<file path="config.mk">
export PLATFORM = sky130hd
export DESIGN_NAME = int_ctrl
export DESIGN_NICKNAME = d
export VERILOG_FILES = /design/src/rtl/int_ctrl.sv
export SDC_FILE = /design/constraint.sdc
export NUM_CORES = 1
export LEC_CHECK = 0
export BUFFER_PORTS_ARGS = -buffer_cell sky130_fd_sc_hd__buf_4
export CAP_MARGIN = 15
export CORE_MARGIN = 8
export CORE_UTILIZATION = 35
export DETAILED_ROUTE_END_ITERATION = 6
export PLACE_DENSITY = 0.62
export SLEW_MARGIN = 20
export SYNTH_ARGS = -nofsm -noshare
export SYNTH_HDL_FRONTEND = slang
export SYNTH_SLANG_ARGS = --single-unit
export TNS_END_PERCENT = 10
</file>
<file path="constraint.sdc">
create_clock -name clk -period 2.8 [get_ports clk]
set_clock_uncertainty 0.15 [all_clocks]
set_input_delay 0.14 -clock clk [delete_from_list [all_inputs] [get_ports clk]]
set_output_delay 0.14 -clock clk [all_outputs]
set_load 0.01 [all_outputs]
</file>
<file path="src/rtl/int_ctrl.sv">
// Vectored interrupt controller: synchronised sources, edge/level pending latch, mask, GIE and
// fixed lowest-index priority, presented to the CPU through a req/ack/ret handshake.
module int_ctrl #(
   parameter int NUM_SRC     = 8,
   parameter int SYNC_STAGES = 2
) (
   input  logic        clk,
   input  logic        rst_n,
   input  logic [7:0]  irq_src,
   input  logic        sel,
   input  logic        we,
   input  logic [1:0]  addr,
   input  logic [15:0] wdata,
   output logic [15:0] rdata,
   output logic        int_req,
   output logic [2:0]  int_id,
   input  logic        int_ack,
   input  logic        int_ret
);

   typedef enum logic [1:0] {
      ST_IDLE = 2'd0,
      ST_REQ  = 2'd1,
      ST_SVC  = 2'd2
   } state_t;

   localparam logic [7:0] SRC_MSK = 8'((1 << NUM_SRC) - 1);

   logic [7:0] sync_q [SYNC_STAGES];
   logic [7:0] prev_q;
   logic [7:0] mask_q, mask_d;
   logic [7:0] pend_q, pend_d;
   logic [7:0] trig_q, trig_d;
   logic       gie_q, gie_d;
   state_t     state_q;
   logic       int_req_q;
   logic [2:0] int_id_q;

   logic [7:0] sync_lvl, rise, pend_eff, eligible, w1c, ack_clr;
   logic [2:0] win_id;
   logic       wr_en;

   assign sync_lvl = sync_q[SYNC_STAGES-1];
   assign rise     = sync_lvl & ~prev_q & ~trig_q;
   // Level-mode bits are never stored: they read straight from the synchroniser.
   assign pend_eff = (pend_q & ~trig_q) | (sync_lvl & trig_q);
   assign eligible = pend_eff & mask_q & {8{gie_q}};
   assign wr_en    = sel & we;
   assign ack_clr  = (state_q == ST_REQ && int_ack) ? (8'd1 << int_id_q) : 8'd0;

   always_comb begin
      win_id = 3'd0;
      for (int i = 7; i >= 0; i--) begin
         if (eligible[i]) win_id = 3'(i);
      end
   end

   always_comb begin
      mask_d = mask_q;
      trig_d = trig_q;
      gie_d  = gie_q;
      w1c    = 8'd0;
      if (wr_en) begin
         case (addr)
            2'd0: mask_d = wdata[7:0] & SRC_MSK;
            2'd1: w1c    = wdata[7:0];
            2'd3: begin
               gie_d  = wdata[0];
               trig_d = wdata[15:8] & SRC_MSK;
            end
            default: ;
         endcase
      end
      // A fresh rising edge beats a same-cycle clear from W1C or ack.
      pend_d = ((pend_q & ~(w1c | ack_clr)) | rise) & ~trig_q & SRC_MSK;
   end

   always_ff @(posedge clk or negedge rst_n) begin
      if (!rst_n) begin
         for (int i = 0; i < SYNC_STAGES; i++) sync_q[i] <= 8'd0;
         prev_q <= 8'd0;
         mask_q <= 8'd0;
         pend_q <= 8'd0;
         trig_q <= 8'd0;
         gie_q  <= 1'b0;
      end else begin
         sync_q[0] <= irq_src & SRC_MSK;
         for (int i = 1; i < SYNC_STAGES; i++) sync_q[i] <= sync_q[i-1];
         prev_q <= sync_lvl;
         mask_q <= mask_d;
         pend_q <= pend_d;
         trig_q <= trig_d;
         gie_q  <= gie_d;
      end
   end

   always_ff @(posedge clk or negedge rst_n) begin
      if (!rst_n) begin
         state_q   <= ST_IDLE;
         int_req_q <= 1'b0;
         int_id_q  <= 3'd0;
      end else begin
         case (state_q)
            ST_IDLE: begin
               if (|eligible) begin
                  int_id_q  <= win_id;
                  int_req_q <= 1'b1;
                  state_q   <= ST_REQ;
               end
            end
            ST_REQ: begin
               if (int_ack) begin
                  int_req_q <= 1'b0;
                  state_q   <= ST_SVC;
               end else if (!mask_q[int_id_q] || !gie_q) begin
                  int_req_q <= 1'b0;
                  state_q   <= ST_IDLE;
               end
            end
            ST_SVC: begin
               if (int_ret) state_q <= ST_IDLE;
            end
            default: begin
               int_req_q <= 1'b0;
               state_q   <= ST_IDLE;
            end
         endcase
      end
   end

   always_comb begin
      rdata = 16'd0;
      if (sel && !we) begin
         case (addr)
            2'd0: rdata = {8'd0, mask_q};
            2'd1: rdata = {8'd0, pend_eff};
            2'd2: rdata = {9'd0, int_id_q, 2'b00, state_q};
            2'd3: rdata = {trig_q, 7'd0, gie_q};
            default: rdata = 16'd0;
         endcase
      end
   end

   assign int_req = int_req_q;
   assign int_id  = int_id_q;

endmodule
</file>
==> flow_summary.ini <==
[synthesis]
synth_seq_cells = 55
syn_area_per_cell_um2 = 11.6
synth.yosys.seq_area_share_pct = 55.5
synthTopCellsByArea = dfrtp_1, mux2_2, nor2_1
synth_area_mm2 = 0.00248
synth.distinct_cells = 34
yosysTopAreaCellShare_pct = 55.5
yosysWarnings = 0
syn_nets = 246
synth_top_area_cell = dfrtp_1
synthCells = 214

[drt]
firstDrtPassIters = 4
ant_nets = 0
remaining_drc_errors = 0
vias = 1926
drtIter0Drc = 167
postRouteWirelength_um = 5900
post_drt_via_cell_ratio = 4.94
avgRoutedWirePerCell_um = 15.1

[placed_design]
post-dp-hpwl_um = 4320
portBuffers = 51
dp_slack_ns = 0.810
placed_area_mm2 = 0.00296
place.gp.congestion = 0.907

[timing]
worst_pin_slew_ns = 0.648
rsz0062_at_grt = false
max_freq_mhz = 483
report.final.slew_viol_count = 0
setup_tns_ns = 0
slew_headroom_pct = 55.7
timing.final.ws_setup_ns = 0.729
fin_crit_sh_pct = 74.0
layout_min_cycle_time_ns = 2.07
setup_viol = 0
hold_viol = 0

[global_routing]
grt_pass1_vias = 1932
gr-total-overflow = 0
antenna_found_initial = 0
grt_max_degree = 56
grt_util_all_layers_pct = 12.2
grt_pass1_wl_um = 9800

[worst_setup_path]
cp_num_buf_inv = 1
arrival_ns = 1.78
cp_max_fo = 4
worstPathRequired_ns = 2.51
cp-end-kind = output port
cp_cell_sequence = mux2i_1 -> a2111oi_0 -> buf_4
slowest_stage = a2111oi_0
crit_type = flop to output port
cp_top_family = compound AO/OA/AOI/OAI gates
cp-start-kind = flop
slowest_delay_ns = 0.65

[cts]
htreeDepth = 2
clk_path_buf_depth = 2
numCtsBuffers = 5
ctsRootBufferMaster = clkbuf_8
cts_tree = yes
path_clk_slew_ns = 0.10
cts_resized = 0
post-cts-setup-buffers = 0
cts.sinks = 55
insertion_delay_ns = 0.30

[layout]
finalInstanceArea_mm2 = 0.00331
drive_gt1_share_pct = 28.6
final_core_util_pct = 48.5
area_growth_pct = 33.6
final_nets = 325
num-fill-cells = 649
diodes = 0

[power]
power.leakage_nw = 1.46
powerDensity_mw_per_mm2 = 636
irDropWorstVdd_uv = 332
total_power_mw = 2.11

[die]
num_io_pins = 52
die_y_um = 100
start_util_pct = 36.3
die-area_mm2 = 0.0100
fp.coreArea_mm2 = 0.00683
rows = 30
dieWidth_um = 100

[flow_run]
drv_cap = 0

[hold_path]
min_path_type = flop to flop

[run_status]
status = complete, no violations
-- cells in the mapped netlist --
master / number
mux2i_1: 8
o21bai_1: 1
nand2b_1: 6
mux4_1: 2
o21a_1: 1
a21oi_1: 9
buf_6: 1
buf_2: 3
nand4_1: 1
o41ai_4: 1
a32oi_1: 2
o32ai_1: 1
o22ai_1: 6
nor2b_1: 5
a22oi_1: 6
or2_2: 1
nor3b_2: 1
o21ai_0: 8
dfrtp_1: 55
mux2i_2: 1
nand2_1: 16
nand3b_1: 7
clkbuf_1: 4
inv_1: 2
a2111oi_0: 3
a211oi_1: 5
a22o_1: 1
nand3_2: 1
mux2_2: 18
nor3_2: 1
and2b_1: 1
nor2_1: 27
a21bo_1: 1
and2_1: 8
-- metrics by stage --
stage | hold slack [ns] | std cells
global placement | 0.0806 | 355
CTS | 0.206 | 390
floorplan | -0.306 | 214
global route | 0.212 | 390
detailed placement | 0.0792 | 355
finish | 0.204 | 390
-- layout make-up --
class / count / area, um2 / area share [%]
flip-flops and latches: 55 / 1380 / 41.6
clock buffers: 6 / 72.6 / 2.19
inverters: 2 / 7.51 / 0.227
multi-input cells: 149 / 1050 / 31.8
clock inverters: 2 / 12.5 / 0.378
repair buffers: 80 / 668 / 20.2
well taps: 96 / 120 / 3.63
-- state kept, by name, indices dropped and copies added (netlist names), 2 cells and up --
| signal | count |
|---|---|
| mask_q | 8 |
| pend_q | 8 |
| prev_q | 8 |
| sync_lvl | 8 |
| sync_q | 8 |
| trig_q | 8 |
| int_id | 3 |
| state_q | 2 |
-- cells by family after synthesis --
kind of cell / count (synthesis) / synth area share (%)
compound gates: 45 / 12.9
simple gates: 75 / 15.5
buf+inv: 10 / 1.97
mux: 29 / 14.1
flops: 55 / 55.5
-- placed cells by master (no fill, tap or decap) --
cell           Yosys  routed
a2111oi_0          3       3
a211oi_1           5       5
a21bo_1            1       1
a21oi_1            9       9
a22o_1             1       1
a22oi_1            6       6
a32oi_1            2       2
and2_1             8       8
and2b_1            1       1
buf_4              0      53
clkbuf_1           4       1
clkbuf_8           0       5
clkinv_2           0       1
clkinvlp_4         0       1
dfrtp_1           55      55
dlygate4sd3_1      0      27
inv_1              2       2
mux2_2            18      18
mux2i_1            8       8
mux2i_2            1       1
mux4_1             2       2
nand2_1           16      16
nand2b_1           6       6
nand3_2            1       1
nand3b_1           7       7
nand4_1            1       1
nor2_1            27      27
nor2b_1            5       5
nor3_2             1       1
nor3b_2            1       1
o21a_1             1       1
o21ai_0            8       8
o21bai_1           1       1
o22ai_1            6       6
o32ai_1            1       1
o41ai_4            1       1
or2_2              1       1
-- worst register-to-register path, stage by stage, from the launching register on --
cell     delay (ns)
dfrtp_1        0.42
mux2i_2        0.33
o22ai_1        0.24
o41ai_4        0.48
nor2_1         0.08
a22o_1         0.20
-- layer usage --
layer	up-vias	track usage (%)	routed length (um)
li1	925	-	-
met1	929	16.5	2850
met2	63	18.5	2630
met3	9	3.67	351
met4	0	3.26	69
met5	-	0	0
-- report_power, final --
| part | internal, mW | total (mW) | switching [mW] |
|---|---|---|---|
| Combinational | 0.325 | 0.608 | 0.283 |
| Clock | 0.175 | 0.419 | 0.243 |
| Sequential | 0.930 | 1.08 | 0.150 |
-- path summary, 6_finish.rpt --
| path | depth (start not counted) | from | slack (ns) | end |
|---|---|---|---|---|
| worst min-delay path | 0 | sync_q[10]$_DFF_PN0_ | 0.20 | sync_lvl[2]$_DFF_PN0_ |
| worst max register to register | 5 | trig_q[3]$_DFFE_PN0P_ | 0.78 | int_id[0]$_DFFE_PN0P_ |
| worst max-delay path | 3 | trig_q[2]$_DFFE_PN0P_ | 0.73 | rdata[2] |
| min in group asynchronous | 2 | rst_n | 0.25 | sync_q[8]$_DFF_PN0_ |
| max in group asynchronous | 2 | rst_n | 1.78 | mask_q[3]$_DFFE_PN0P_ |
| worst min register to register | 0 | sync_q[10]$_DFF_PN0_ | 0.20 | sync_lvl[2]$_DFF_PN0_ |
-- what timing repair did --
item,CTS,global route
endpoints found under the setup margin,0,0
hold endpoints to repair,83,0
hold buffers,27,0
Note: power is estimated with default switching activity, not from simulation.
